### config.mk
export PLATFORM = sky130hd
export DESIGN_NAME = friscv_gpio_filter
export DESIGN_NICKNAME = d
export VERILOG_FILES = /design/src/rtl/friscv_gpio_filter.sv
export SDC_FILE = /design/constraint.sdc
export NUM_CORES = 1
export LEC_CHECK = 0
export ABC_AREA = 1
export BUFFER_PORTS_ARGS = -buffer_cell sky130_fd_sc_hd__buf_2
export CORE_ASPECT_RATIO = 1.1
export CORE_UTILIZATION = 60
export CTS_CLUSTER_DIAMETER = 40
export DETAILED_ROUTE_END_ITERATION = 10
export PLACE_DENSITY_LB_ADDON = 0.05
export SLEW_MARGIN = 20
export SYNTH_ARGS = -nofsm -noshare
export SYNTH_HDL_FRONTEND = slang
export SYNTH_SLANG_ARGS = --single-unit
export TNS_END_PERCENT = 5
### constraint.sdc
create_clock -name aclk -period 2.1 [get_ports aclk]
set_input_delay 0.21 -clock aclk [delete_from_list [all_inputs] [get_ports aclk]]
set_output_delay 0.21 -clock aclk [all_outputs]
set_load 0.005 [all_outputs]
### src/rtl/friscv_gpio_filter.sv
// ----------------------------------------------------------------------------
// friscv_gpio_filter
//
// Input conditioning for the GPIO block: every raw pad input is brought into
// the aclk domain through a synchronizer chain, then debounced by a per-bit
// saturating counter. The debounced levels feed the GPIO register block.
// Filtered transitions produce registered one-cycle rise/fall pulses, which in
// turn set sticky, maskable, write-1-to-clear interrupt pending flags.
//
// Parameters
//   XLEN         number of GPIO pins
//   SYNC_STAGES  synchronizer depth (2..4)
//   DEBOUNCE_W   width of the debounce counters and of cfg_debounce
//
// Ports
//   aclk          clock, all logic on the rising edge
//   aresetn       asynchronous active-low reset
//   srst          synchronous active-high reset, highest priority
//   cfg_en        1 = debounce active, 0 = filter bypassed (sync level passes)
//   cfg_debounce  debounce threshold in cycles
//   pin_in        raw asynchronous pad inputs
//   gpio_in       filtered pin levels
//   rise_pulse    one-cycle pulse per bit on a filtered 0->1 transition
//   fall_pulse    one-cycle pulse per bit on a filtered 1->0 transition
//   irq_mask      per-bit edge interrupt enable
//   irq_ack       per-bit write-1-to-clear of irq_pending
//   irq_pending   sticky per-bit edge-event flags
//   irq           OR of irq_pending
// ----------------------------------------------------------------------------
module friscv_gpio_filter #(
    parameter int XLEN        = 32,
    parameter int SYNC_STAGES = 2,
    parameter int DEBOUNCE_W  = 8
) (
    input  logic                  aclk,
    input  logic                  aresetn,
    input  logic                  srst,
    input  logic                  cfg_en,
    input  logic [DEBOUNCE_W-1:0] cfg_debounce,
    input  logic [XLEN-1:0]       pin_in,
    output logic [XLEN-1:0]       gpio_in,
    output logic [XLEN-1:0]       rise_pulse,
    output logic [XLEN-1:0]       fall_pulse,
    input  logic [XLEN-1:0]       irq_mask,
    input  logic [XLEN-1:0]       irq_ack,
    output logic [XLEN-1:0]       irq_pending,
    output logic                  irq
);

    logic [XLEN-1:0]       sync_q [SYNC_STAGES];
    logic [XLEN-1:0]       sync_d [SYNC_STAGES];
    logic [DEBOUNCE_W-1:0] cnt_q  [XLEN];
    logic [DEBOUNCE_W-1:0] cnt_d  [XLEN];
    logic [XLEN-1:0]       filt_q, filt_d;
    logic [XLEN-1:0]       rise_q, rise_d;
    logic [XLEN-1:0]       fall_q, fall_d;
    logic [XLEN-1:0]       pend_q, pend_d;
    logic [XLEN-1:0]       sync_lvl;

    assign sync_lvl = sync_q[SYNC_STAGES-1];

    always_comb begin
        // Synchronizer chain: stage 0 samples the pad, last stage is used.
        sync_d[0] = pin_in;
        for (int k = 1; k < SYNC_STAGES; k++) begin
            sync_d[k] = sync_q[k-1];
        end

        // Debounce: a differing level must persist until the counter reaches
        // the threshold. The compare is >= so lowering cfg_debounce below an
        // in-flight count commits on the next edge, and the counter stops at
        // the threshold so it can never wrap.
        filt_d = filt_q;
        for (int i = 0; i < XLEN; i++) begin
            cnt_d[i] = '0;
            if (!cfg_en) begin
                filt_d[i] = sync_lvl[i];
            end else if (sync_lvl[i] != filt_q[i]) begin
                if (cnt_q[i] >= cfg_debounce) begin
                    filt_d[i] = sync_lvl[i];
                end else begin
                    cnt_d[i] = cnt_q[i] + DEBOUNCE_W'(1);
                end
            end
        end

        // Pulses are registered alongside filt, so they are high exactly in the
        // first cycle gpio_in shows the new level.
        rise_d = filt_d & ~filt_q;
        fall_d = ~filt_d & filt_q;

        // Set wins over a simultaneous acknowledge so no edge event is lost.
        pend_d = (pend_q & ~irq_ack) | ((rise_q | fall_q) & irq_mask);

        if (srst) begin
            for (int k = 0; k < SYNC_STAGES; k++) begin
                sync_d[k] = '0;
            end
            for (int i = 0; i < XLEN; i++) begin
                cnt_d[i] = '0;
            end
            filt_d = '0;
            rise_d = '0;
            fall_d = '0;
            pend_d = '0;
        end
    end

    always_ff @(posedge aclk or negedge aresetn) begin
        if (!aresetn) begin
            for (int k = 0; k < SYNC_STAGES; k++) begin
                sync_q[k] <= '0;
            end
            for (int i = 0; i < XLEN; i++) begin
                cnt_q[i] <= '0;
            end
            filt_q <= '0;
            rise_q <= '0;
            fall_q <= '0;
            pend_q <= '0;
        end else begin
            for (int k = 0; k < SYNC_STAGES; k++) begin
                sync_q[k] <= sync_d[k];
            end
            for (int i = 0; i < XLEN; i++) begin
                cnt_q[i] <= cnt_d[i];
            end
            filt_q <= filt_d;
            rise_q <= rise_d;
            fall_q <= fall_d;
            pend_q <= pend_d;
        end
    end

    assign gpio_in     = filt_q;
    assign rise_pulse  = rise_q;
    assign fall_pulse  = fall_q;
    assign irq_pending = pend_q;
    assign irq         = |pend_q;

endmodule

## Word level (Yosys, flattened, before mapping)

Cells that the tools add are included.

| storage, ports and cells | value |
|---|---|
| flip-flop bits (word level) | 448 |
| input port bits | 108 |
| output and inout port bits | 129 |
| word-level logic and storage cells | 342 |

| cells by class | value |
|---|---|
| add/subtract/negate cells | 32 |
| order comparisons | 32 |
| equality and inequality tests | 32 |
| mux-type cells | 198 |
| bitwise logic cells | 9 |
| reduce and logical (&&, ||, !) cells | 1 |

Operator list:

| cell | count |
|---|---|
| two-way mux 8 bit | 96 |
| adder 8 x 1 -> 8 bit, second input constant | 32 |
| greater-or-equal comparator 8 bit | 32 |
| two-way mux 256 bit | 1 |
| AND 32 bit | 4 |
| two-way mux 32 bit | 4 |
| two-way mux 1 bit | 96 |
| inverter 32 bit | 3 |
| two-way mux 64 bit | 1 |
| bitwise OR 32 bit | 2 |
| inequality test 1 bit | 32 |
| OR reduction 32 bit | 1 |

## Logic depth before layout (Yosys ltp)

| logic depth | value |
|---|---|
| depth after elaboration | 7 |
| depth in mapped cells | 12 |
| depth with buffers taken out | 12 |

## Least setup slack after synthesis

Ideal clock, no wire load.

| path | value |
|---|---|
| kind | input to register |
| start point | input cfg_debounce[7] |
| end point | register cnt_q[247] in the netlist's numbering |
| setup time | 0.072 ns |
| data arrival time | 1.898 ns |
| data required time | 2.028 ns |
| path slack | 0.130 ns |
| stages | 6 |
| path buffers | 0 |
| path through | inv_1 > ha_1 > a21o_1 > nor2_1 > o2111ai_4 > nor2_2 |

RTL lines:

| what | line | text |
|---|---|---|
| start, declared | 39 | `input logic [DEBOUNCE_W-1:0] cfg_debounce,` |
| end signal, assigned by index | 126 | `cnt_q[i] <= cnt_d[i];` |
| end, declared | 52 | `logic [DEBOUNCE_W-1:0] cnt_q [XLEN];` |

## Worst setup path after layout

| path | value |
|---|---|
| start point | register pend_q[8], in the netlist irq_pending[8] |
| end point | output irq |

| on the way | value |
|---|---|
| longest elaborated chain between the ends | 1 |

Ends and longest elaborated chain:

| what | line | text |
|---|---|---|
| start, declared | 57 | `logic [XLEN-1:0] pend_q, pend_d;` |
| start signal, assigned | 131 | `pend_q <= pend_d;` |
| OR reduction 32 bit | 139 | `assign irq = \|pend_q;` |
| end, declared | 47 | `output logic irq` |

No other way between the ends.

==> results_dict.tcl <==
set metrics [dict create \
    worstPathRequired_ns 1.89 \
    p_leak_nw 15.6 \
    routedWlPerCell_um 16.2 \
    wirelength_um 60200 \
    cts_sinks 448 \
    instances_no_fill 3707 \
    cp_max_fo 3 \
    synth_top_family_by_area "simple AND/OR/NAND/NOR gates" \
    grt_antenna_before_repair 1 \
    layout_commonest_cell "nor2_1" \
    fin_nets 3540 \
    synthesis.nets 3133 \
    rsz0062_at_grt "true" \
    drt_pass1_iterations 5 \
    grt_pass1_vias 20700 \
    syn_area_um2 24700 \
    synth_xor_xnor_area_share 0.0717 \
    postRouteAntennaNets 0 \
    avgSynthCellArea_um2 9.01 \
    hold_violations 0 \
    setup_viol_count_final 0 \
    place_inst 3496 \
    grt.total_usage 0.299 \
    area_growth_pct 22.0 \
    clk_pin_slew_ns 0.05 \
    cts_buffer_depth 3 \
    synthTopCellsByArea "dfrtp_1 45%, ha_1 15%, nor2_1 7.5%" \
    core_area_um2 40400 \
    dieArea_um2 41900 \
    route.detailed.drc 0 \
    pre_cts_ws_ns 0.128 \
    synth_top_area_frac 0.455 \
    synth_top_area_cell "dfrtp_1" \
    fin_area_um2 30100 \
    layout_common_cells "492 x nor2_1, 448 x dfrtp_1, 425 x nand2_1" \
    synth-simple-area-share 0.217 \
    arrival_ns 1.85 \
    critical-path-max-stage-delay_ns 0.45 \
    tightestPinTransition_ns 0.777 \
    hp-class "in2reg" \
    path_class "reg2out" \
    io_pins 237 \
    fin_crit_sh 0.981 \
    drive_gt1_frac 0.147 \
    crit_path_end_kind "output pin" \
    die_w_um 195 \
    setup_ws_ns 0.0401 \
    synth_compound_area_frac 0.0560 \
    cts_tree "yes" \
    drv_slew 0 \
    clock_latency_ns 0.60 \
    ir_drop_uv 608 \
    hold_slack_ns 0.0747 \
    outcome "complete, no violations" \
    drv_cap 0 \
    relSlewSlack 0.477 \
    portBuffers 236 \
    synthesis.instances 2737 \
    crit_path_cell_trace "nor4_2 -> nand2_1 -> nor2_2 -> nand4_1 -> buf_2" \
    start_util 0.611 \
    yosysSeqAreaShare 0.455 \
    cts_root_buf "clkbuf_16" \
    dieHeight_um 215 \
    period_minus_slack_ns 2.06 \
    muxShareOfSynthArea 0 \
    fmax_ghz 0.485 \
    pwr_density_cell_nw_per_um2 725 \
    dr.first_iter.drc_count 860 \
    ys_types 33 \
    async_reset_ff_frac 1.00 \
    ys.warnings.count 0 \
    insertedDiodeCount 0 \
    dr_total_vias 19800 \
    h-tree-depth 3 \
    cp_num_buf_inv 1 \
    cts_made_buffers 66 \
    fp-row-count 77 \
    placed_cell_area_um2 26900 \
    crit_family "simple AND/OR/NAND/NOR gates" \
    grt_pass1_wl_um 100000 \
    n_fill_cell 2913 \
    crit_path_top_delay_cell "dfrtp_1" \
    grt_max_degree 112 \
    synthAdderAreaFrac 0.146 \
    startpoint_type "flop" \
    globalRouteOverflowTotal 0 \
    final.setup_skew_ns 0.0232 \
    hpwl_um 39100 \
    ys_ff_latch 448 \
    drt-vias-per-instance 5.35 \
    ys.flop_type "dfrtp_1" \
    gp_congestion 0.827 \
    synth-edff-count 0 \
    finalPower_mw 21.8 \
]
## sequential cells by signal, summed over array words and instances (netlist names)
register	count
cnt_q	256
fall_pulse	32
gpio_in	32
irq_pending	32
rise_pulse	32
sync_lvl	32
sync_q	32
## synthesized netlist by cell type, types with 3 or more instances
| cell | n |
|---|---|
| a21o_1 | 15 |
| a21oi_1 | 119 |
| a21oi_2 | 3 |
| a21oi_4 | 6 |
| buf_2 | 5 |
| clkbuf_1 | 20 |
| dfrtp_1 | 448 |
| ha_1 | 288 |
| inv_1 | 324 |
| nand2_1 | 426 |
| nand3_1 | 138 |
| nand3b_1 | 64 |
| nand4_1 | 35 |
| nor2_1 | 493 |
| nor2_2 | 48 |
| nor3_1 | 17 |
| nor4_1 | 7 |
| o2111ai_1 | 6 |
| o2111ai_4 | 6 |
| o21a_1 | 17 |
| o21ai_0 | 32 |
| or2_2 | 6 |
| xnor2_1 | 75 |
| xor2_1 | 127 |
## final cells by class
class                      count  area (um2)  area share
clock inverter                42         490      0.0163
tap                          513         642      0.0213
timing repair buffer         366        2650      0.0879
clock buffer                  76        1740      0.0579
sequential                   448       11200       0.373
multi-input combinational   1936       12100       0.403
inverter                     326        1230      0.0408
## power breakdown
group          internal [mW]  switching (mW)  leakage [nW]  total, mW
clock network           6.83            4.31          1.09       11.1
registers               8.79           0.118          6.17       8.90
logic                  0.655            1.10          8.30       1.76
## tightest hold or removal path, cell delays in order
cell	delay, ns
buf_2	0.09
o21ai_0	0.08
buf_4	0.17
a21oi_1	0.07
## metrics by stage
| stage | TNS [ns] | utilization |
|---|---|---|
| 6_report | 0 | 0.745 |
| 5_1_grt | -0.0957 | 0.745 |
| 4_1_cts | -0.0429 | 0.745 |
| 3_5_place_dp | 0 | 0.667 |
| 3_3_place_gp | 0 | 0.667 |
| 2_1_floorplan | 0 | - |
## per-layer routing
| layer | global-route usage | vias up | wire (um) | part of all wire |
|---|---|---|---|---|
| li1 | - | 9651 | - | - |
| met1 | 0.368 | 9505 | 25400 | 0.42 |
| met2 | 0.521 | 529 | 29700 | 0.49 |
| met3 | 0.0483 | 140 | 3090 | 0.051 |
| met4 | 0.121 | 0 | 1880 | 0.031 |
| met5 | 0 | - | 0 | 0 |
## cells by family (layout without fill, tap and decap cells)
kind of cell / count (synthesis) / after routing
AOI/OAI and AO/OA: 209 / 209
xor gates and xnor gates: 202 / 202
adders and majority gates: 288 / 288
buffers and inverters: 353 / 810
DFF: 448 / 448
and+or+nand+nor: 1237 / 1237
## final timing paths
| check | startpoint | depth (start not counted) | to | slack, ns |
|---|---|---|---|---|
| min reg2reg | sync_q[58] | 2 | sync_lvl[26] | 0.45 |
| min in group asynchronous | aresetn | 2 | cnt_q[191] | 0.08 |
| max in group asynchronous | aresetn | 4 | cnt_q[243] | 1.06 |
| max | irq_pending[8] | 5 | irq | 0.04 |
| min | irq_mask[1] | 4 | irq_pending[1] | 0.07 |
| max reg2reg | cnt_q[29] | 6 | cnt_q[24] | 0.30 |
## what timing repair did
| item | in CTS | in global routing |
|---|---|---|
| endpoints found under the setup margin | 1 | 1 |
| setup buffers | 1 | 2 |
| resized for setup | 4 | 0 |
| hold endpoints to repair | 478 | 0 |
| hold buffers | 90 | 0 |
| pin swaps | 1 | 1 |
No activity file was read; power rests on OpenSTA's default activity.
